<file path="src/rtl/mod_kg_invexpand_if.sv">
// Stream, load and S-box side-port bundle of the reverse AES-256 key-schedule walker.
// The slave modport is the walker; the master modport is its environment.
interface mod_kg_invexpand_if;
    logic                  start;
    logic [7:0][3:0][7:0]  inp_key;
    logic                  busy;
    logic [3:0][7:0]       sbox_word_o;
    logic [3:0][7:0]       sbox_word_i;
    logic [3:0][3:0][7:0]  outp_rk;
    logic [3:0]            outp_round;
    logic                  outp_valid;
    logic                  outp_ready;
    logic                  outp_last;

    modport master (
        output start, inp_key, sbox_word_i, outp_ready,
        input  busy, sbox_word_o, outp_rk, outp_round, outp_valid, outp_last
    );

    modport slave (
        input  start, inp_key, sbox_word_i, outp_ready,
        output busy, sbox_word_o, outp_rk, outp_round, outp_valid, outp_last
    );
endinterface

</file>
<file path="src/rtl/mod_kg_invexpand.sv">
// Reverse AES-256 key-schedule walker: loads w52..w59 and emits rk14..rk0.
// It undoes one expansion word per cycle using the external S-box.
module mod_kg_invexpand (
    input  logic               clk,
    input  logic               resetn,
    mod_kg_invexpand_if.slave  bus
);

    typedef enum logic [1:0] {IDLE, EMIT_HI, EMIT_LO, STEP} state_t;

    state_t                r_state, w_stateNext;
    logic [3:0][7:0]       r_win [8];
    logic [3:0][7:0]       w_winNext [8];
    logic [5:0]            r_idx, w_idxNext;
    logic [1:0]            r_stepCnt, w_stepCntNext;
    logic [3:0]            r_round, w_roundNext;
    logic [3:0][3:0][7:0]  r_rk, w_rkNext;
    logic                  r_valid, w_validNext;
    logic                  r_last, w_lastNext;
    logic                  r_busy, w_busyNext;

    logic [3:0][7:0]       w_t, w_sboxOut, w_f, w_newWord;
    logic [7:0]            w_rcon;
    logic                  w_fire;

    assign w_t    = r_win[6];
    assign w_fire = r_valid & bus.outp_ready;

    // On Nk-aligned words the lookup needs RotWord; elsewhere the raw word is sent.
    always_comb begin
        w_sboxOut = w_t;
        if (r_idx[2:0] == 3'd0) begin
            w_sboxOut = {w_t[0], w_t[3], w_t[2], w_t[1]};
        end
    end

    always_comb begin
        w_rcon = 8'h00;
        case (r_idx[5:3])
            3'd1:    w_rcon = 8'h01;
            3'd2:    w_rcon = 8'h02;
            3'd3:    w_rcon = 8'h04;
            3'd4:    w_rcon = 8'h08;
            3'd5:    w_rcon = 8'h10;
            3'd6:    w_rcon = 8'h20;
            3'd7:    w_rcon = 8'h40;
            default: w_rcon = 8'h00;
        endcase
    end

    always_comb begin
        w_f = w_t;
        case (r_idx[2:0])
            3'd0: begin
                w_f    = bus.sbox_word_i;
                w_f[0] = bus.sbox_word_i[0] ^ w_rcon;
            end
            3'd4:    w_f = bus.sbox_word_i;
            default: w_f = w_t;
        endcase
    end

    assign w_newWord = r_win[7] ^ w_f;

    always_comb begin
        w_stateNext   = r_state;
        w_winNext     = r_win;
        w_idxNext     = r_idx;
        w_stepCntNext = r_stepCnt;
        w_roundNext   = r_round;
        w_rkNext      = r_rk;
        w_validNext   = r_valid;
        w_lastNext    = r_last;
        case (r_state)
            IDLE: begin
                if (bus.start) begin
                    w_stateNext = EMIT_HI;
                    for (int j = 0; j < 8; j++) begin
                        w_winNext[j] = bus.inp_key[j];
                    end
                    for (int k = 0; k < 4; k++) begin
                        w_rkNext[k] = bus.inp_key[4 + k];
                    end
                    w_idxNext   = 6'd59;
                    w_roundNext = 4'd14;
                    w_validNext = 1'b1;
                    w_lastNext  = 1'b0;
                end
            end
            EMIT_HI: begin
                if (w_fire) begin
                    w_stateNext = EMIT_LO;
                    w_roundNext = 4'd13;
                    for (int k = 0; k < 4; k++) begin
                        w_rkNext[k] = r_win[k];
                    end
                end
            end
            EMIT_LO: begin
                if (w_fire) begin
                    w_validNext = 1'b0;
                    w_lastNext  = 1'b0;
                    if (r_round == 4'd0) begin
                        w_stateNext = IDLE;
                    end else begin
                        w_stateNext   = STEP;
                        w_stepCntNext = 2'd0;
                        w_roundNext   = r_round - 4'd1;
                    end
                end
            end
            STEP: begin
                w_winNext[0] = w_newWord;
                for (int j = 1; j < 8; j++) begin
                    w_winNext[j] = r_win[j - 1];
                end
                w_idxNext     = r_idx - 6'd1;
                w_stepCntNext = r_stepCnt + 2'd1;
                // The fourth step completes the next round key, so load it straight into the output register.
                if (r_stepCnt == 2'd3) begin
                    w_stateNext = EMIT_LO;
                    w_rkNext[0] = w_newWord;
                    w_rkNext[1] = r_win[0];
                    w_rkNext[2] = r_win[1];
                    w_rkNext[3] = r_win[2];
                    w_validNext = 1'b1;
                    w_lastNext  = (r_round == 4'd0);
                end
            end
            default: w_stateNext = IDLE;
        endcase
        w_busyNext = (w_stateNext != IDLE);
    end

    always_ff @(posedge clk) begin
        if (!resetn) begin
            r_state   <= IDLE;
            for (int j = 0; j < 8; j++) begin
                r_win[j] <= '0;
            end
            r_idx     <= '0;
            r_stepCnt <= '0;
            r_round   <= '0;
            r_rk      <= '0;
            r_valid   <= 1'b0;
            r_last    <= 1'b0;
            r_busy    <= 1'b0;
        end else begin
            r_state   <= w_stateNext;
            for (int j = 0; j < 8; j++) begin
                r_win[j] <= w_winNext[j];
            end
            r_idx     <= w_idxNext;
            r_stepCnt <= w_stepCntNext;
            r_round   <= w_roundNext;
            r_rk      <= w_rkNext;
            r_valid   <= w_validNext;
            r_last    <= w_lastNext;
            r_busy    <= w_busyNext;
        end
    end

    assign bus.sbox_word_o = w_sboxOut;
    assign bus.outp_rk     = r_rk;
    assign bus.outp_round  = r_round;
    assign bus.outp_valid  = r_valid;
    assign bus.outp_last   = r_last;
    assign bus.busy        = r_busy;

endmodule

</file>
<file path="src/flat_wrapper.sv">
// flat-port wrapper written by rule: the top's interface ports become plain ports
module mod_kg_invexpand_flat 
  (clk, resetn, bus_start, bus_inp_key, bus_sbox_word_i, bus_outp_ready, bus_busy, bus_sbox_word_o, bus_outp_rk, bus_outp_round, bus_outp_valid, bus_outp_last);
  mod_kg_invexpand_if bus_i ();
  input  logic clk;
  input  logic resetn;
  input wire logic [$bits(bus_i.start)-1:0] bus_start;
  input wire logic [$bits(bus_i.inp_key)-1:0] bus_inp_key;
  input wire logic [$bits(bus_i.sbox_word_i)-1:0] bus_sbox_word_i;
  input wire logic [$bits(bus_i.outp_ready)-1:0] bus_outp_ready;
  output wire logic [$bits(bus_i.busy)-1:0] bus_busy;
  output wire logic [$bits(bus_i.sbox_word_o)-1:0] bus_sbox_word_o;
  output wire logic [$bits(bus_i.outp_rk)-1:0] bus_outp_rk;
  output wire logic [$bits(bus_i.outp_round)-1:0] bus_outp_round;
  output wire logic [$bits(bus_i.outp_valid)-1:0] bus_outp_valid;
  output wire logic [$bits(bus_i.outp_last)-1:0] bus_outp_last;
  assign bus_i.start = bus_start;
  assign bus_i.inp_key = bus_inp_key;
  assign bus_i.sbox_word_i = bus_sbox_word_i;
  assign bus_i.outp_ready = bus_outp_ready;
  assign bus_busy = bus_i.busy;
  assign bus_sbox_word_o = bus_i.sbox_word_o;
  assign bus_outp_rk = bus_i.outp_rk;
  assign bus_outp_round = bus_i.outp_round;
  assign bus_outp_valid = bus_i.outp_valid;
  assign bus_outp_last = bus_i.outp_last;
  mod_kg_invexpand u_core (.clk(clk), .resetn(resetn), .bus(bus_i));
endmodule
</file>
<file path="config.mk">
export PLATFORM = sky130hd
export DESIGN_NAME = mod_kg_invexpand_flat
export DESIGN_NICKNAME = d
export VERILOG_FILES = /design/src/rtl/mod_kg_invexpand_if.sv /design/src/rtl/mod_kg_invexpand.sv /design/src/flat_wrapper.sv
export SDC_FILE = /design/constraint.sdc
export NUM_CORES = 1
export LEC_CHECK = 0
export CELL_PAD_IN_SITES_DETAIL_PLACEMENT = 0
export CELL_PAD_IN_SITES_GLOBAL_PLACEMENT = 2
export CORE_AREA = 2 2 254 256
export CTS_BUF_LIST = sky130_fd_sc_hd__clkbuf_4 sky130_fd_sc_hd__clkbuf_8
export DETAILED_ROUTE_END_ITERATION = 10
export DIE_AREA = 0 0 256 258
export PLACE_DENSITY = 0.82
export SYNTH_ARGS = -nofsm -noshare
export SYNTH_HDL_FRONTEND = slang
export SYNTH_SLANG_ARGS = --single-unit
</file>
<file path="constraint.sdc">
create_clock -name clk -period 2.5 [get_ports clk]
set_clock_uncertainty 0.15 [all_clocks]
set_input_delay 0.75 -clock clk [delete_from_list [all_inputs] [get_ports clk]]
set_output_delay 0.75 -clock clk [all_outputs]
set_load 0.05 [all_outputs]
</file>
==> results of run 1 <==
==> timing repair <==
item / 4_1_cts / 5_1_grt
pin swaps: 0 / 1
gates cloned: 1 / 0
gates resized for setup: 202 / 17
setup endpoints to repair: 132 / 108
hold endpoints to repair: 0 / 0
setup buffers: 2 / 3
==> layout make-up <==
cell class / count / area, um^2
multi-input cells: 1560 / 10400
inverters: 9 / 41.3
fillers: 6338 / 36600
flip-flops and latches: 401 / 8030
well taps: 855 / 1070
clock inverters: 14 / 114
clock buffers: 112 / 1390
repair buffers: 587 / 5980
diodes: 10 / 25.0
==> flip-flops by register name, indices dropped and copies added, names as in the netlist <==
signal,cells
u_core.r_win,256
u_core.bus.outp_rk,128
u_core.r_idx,6
u_core.bus.outp_round,4
u_core.r_state,2
u_core.r_stepCnt,2
u_core.bus.busy,1
u_core.bus.outp_last,1
u_core.bus.outp_valid,1
==> power by group <==
part           internal, mW  switching, mW  leakage [nW]
clock network          3.65           2.91         0.804
logic                  2.89           4.44          5.90
registers              7.41          0.921          3.33
==> synth_stat cells, types with 8 or more instances <==
library cell,n
nor4b_1,9
nor3b_1,143
a21oi_1,48
dfxtp_1,401
o22ai_1,97
nand4b_1,15
buf_4,11
clkbuf_1,143
nand2b_1,38
nor4bb_1,9
xnor2_1,25
buf_2,71
mux2_2,31
a31oi_1,66
nor2_1,328
o21ai_0,181
nand2_1,31
a221oi_1,97
mux2i_1,154
a211oi_1,225
ha_1,10
inv_1,8
==> kinds of logic (layout without fill, tap and decap cells) <==
kind of cell               Yosys count  after routing
muxes                              186            186
and+or+nand+nor                    606            606
AOI/OAI and AO/OA                  733            733
DFF                                401            401
xor gates and xnor gates            25             25
buffers and inverters              242            722
other                                0             10
adders and majority gates           10             10
==> cells in the final DEF, fill, tap and decap left out, drive strengths merged, types with 7 or more instances in the layout <==
master	n
a211oi	225
a21oi	48
a221oi	97
a31oi	66
and4	7
buf	199
clkbuf	114
clkdlybuf4s15	40
clkdlybuf4s50	290
clkinv	8
dfxtp	401
diode	10
dlygate4sd2	56
ha	10
inv	12
mux2	32
mux2i	154
nand2	31
nand2b	38
nand4b	15
nor2	328
nor2b	7
nor3b	143
nor4b	9
nor4bb	9
o21ai	181
o22ai	97
xnor2	25
==> final timing paths <==
check	endpoint	slack, ns	cells past startpoint
worst min register to register	u_core.bus.outp_last	0.33	2
worst max-delay path	bus_sbox_word_o[2]	-0.55	7
worst max register to register	u_core.bus.outp_rk[3]	0.06	9
worst min-delay path	u_core.bus.outp_last	0.33	2
==> worst max-delay path: cells and delay by family (launching register included) <==
kind / cells / cell delay [ns]
DFF: 1 / 0.32
buffers and inverters: 4 / 0.52
and+or+nand+nor: 1 / 0.19
muxes: 1 / 0.34
adders and majority gates: 1 / 0.13
==> routing by layer <==
| layer | share of wire | wire length (um) | vias to the layer above | GRT usage |
|---|---|---|---|---|
| li1 | - | - | 9161 | - |
| met3 | 0.072 | 5580 | 140 | 0.0561 |
| met5 | 0.0012 | 91 | - | 0 |
| met4 | 0.030 | 2370 | 14 | 0.0887 |
| met2 | 0.47 | 36300 | 695 | 0.369 |
| met1 | 0.43 | 33300 | 9094 | 0.287 |
==> stage by stage <==
stage | cell area [um^2] | cells | hold WS, ns | TNS [ns] | setup WS, ns
after floorplan | 19400 | 2203 | 0.294 | -1.21 | -0.0404
final | 27100 | 3548 | 0.325 | -16.32 | -0.553
after global placement | 25400 | 3408 | 0.303 | -56.25 | -0.329
after global routing | 27100 | 3545 | 0.320 | -19.81 | -0.663
after CTS | 27000 | 3536 | 0.285 | -19.04 | -0.633
after detailed placement | 25400 | 3408 | 0.324 | -70.04 | -0.341
==> summary.txt, run 1 <==
Synth
  • Synth area leaders: dfxtp_1 (41%), a211oi_1 (8.7%), mux2i_1 (7.9%), nor2_1 (6.3%), nor3b_1 (5.5%)
  • Sequential cell area fraction in the yosys report: 0.413
  • Synth cell types: 52
  • Mapped Avg Cell Area: 8.82 um^2
  • Synth Area in XOR/XNOR: 0.0113
  • Area leader, netlist: dfxtp_1
  • Simple-gate share of the synthesized area: 0.165
  • Seq cells post-synth: 401
  • Ys async rst share: 0
  • YS warnings: 0
  • Post-synth net total: 2505
  • Adder-cell share of the synthesized area: 0.00644
  • Mapped Cells: 2203
  • Largest family of logic cells by synthesized area: compound AO/OA/AOI/OAI gates
  • Post-synth top flop: dfxtp_1
  • Yosys top cell area share: 0.413
  • EDFF count, synth: 0
  • Mux contribution to synthesized area: 0.0979
  • Compound-Gate Fraction of Synth Area: 0.251
  • Cell area after synthesis: 19400 um^2

STA
  • F_max: 0.328 GHz
  • Rel. slew slack: 0.640
  • RSZ-0062 raised after global routing: true
  • Period utilization: 1.22
  • Final min period: 3.05 ns
  • Final hold vios: 0
  • Final setup fails: 32
  • Slew Viols, Final: 0
  • Tightest Pin Transition: 0.541 ns
  • Worst setup margin: -0.553 ns

CTS
  • Clock root buffer: clkbuf_8
  • CTS Hold Bufs: 0
  • TritonCTS Sinks: 401
  • Inserted Clock Buffers: 75
  • Worst skew pair latency: 0.65 ns
  • Max clock buf depth: 3
  • CTS tree: built
  • H-tree levels: 3
  • Clock Pin Slew Worst Setup and Hold Paths: 0.06 ns

Critical path
  • CP Capture Type: output pin
  • WP data required: 1.60 ns
  • WP data arrival: 2.15 ns
  • Critical path origin: u_core.r_idx[0]
  • Critical-path top delay cell: mux2_2
  • CP Class: reg -> out
  • Most common cell on crit path: buf_12
  • Launch point of the worst reg-to-reg path: u_core.r_idx[0]
  • CP Launch Type: flip-flop
  • Max Fanout on Critical Path: 10
  • Worst path max stage delay: 0.34 ns
  • Crit path cell chain: inv_2 -> ha_4 -> nor2b_4 -> buf_12 -> buf_12 -> mux2_2 -> buf_6

Route
  • Wire per inst: 21.9 um
  • Via-to-Cell Ratio: 5.38
  • Initial DRT Pass Iterations: 5
  • Vias: 19100
  • Post-Route WL: 77.6 mm
  • DRC: 0
  • 1st-iter DRT viols: 1364
  • Final ANT Viol Nets: 0

Final layout
  • Nets@finish: 2936
  • Core Util, Final: 0.425
  • Synthesis-to-layout area growth: 39.4%
  • Share of layout cells above drive strength 1: 0.145

Global route
  • Gr usage total: 0.226
  • Initial antenna violation count: 18
  • Vias in the first global route: 18600
  • Total gr overflow: 0
  • Pin count of the biggest net entering global routing: 91
  • First-pass GRT wire length: 116 mm

Outcome
  • Failing checks: negative setup slack
  • Status: finished, violations left

Place
  • Routability cong.: 0.867
  • Detailed placement HPWL: 56.1 mm
  • Buffers added on ports: 458

Floorplan
  • Cell row count: 93
  • Starting density of the core: 0.305
  • Core area: 63600 um^2
  • Die width: 256 um
  • Height of the die: 258 um
  • Die ar.: 66000 um^2
  • IO Pins: 459

Pwr
  • Final Power: 22.2 mW
  • Max IR drop VDD: 314 uV
  • Power density over the cells: 820 nW/um^2
  • Leak pwr: 10.0 nW

Min path
  • Hold path start: u_core.bus.outp_last
  • Hold Crit Class: reg -> reg

Run
  • Maxcap violations: 0
(Power assumes the default switching activity.)
==> run 2: changes to the inputs <==
--- a/config.mk
+++ b/config.mk
@@ -12,6 +12,7 @@
 export DETAILED_ROUTE_END_ITERATION = 10
 export DIE_AREA = 0 0 256 258
 export PLACE_DENSITY = 0.82
+export SLEW_MARGIN = 5
 export SYNTH_ARGS = -nofsm -noshare
 export SYNTH_HDL_FRONTEND = slang
 export SYNTH_SLANG_ARGS = --single-unit
==> results of run 2 <==
The final DEF is identical to that of run 1; final timing and power are the same.
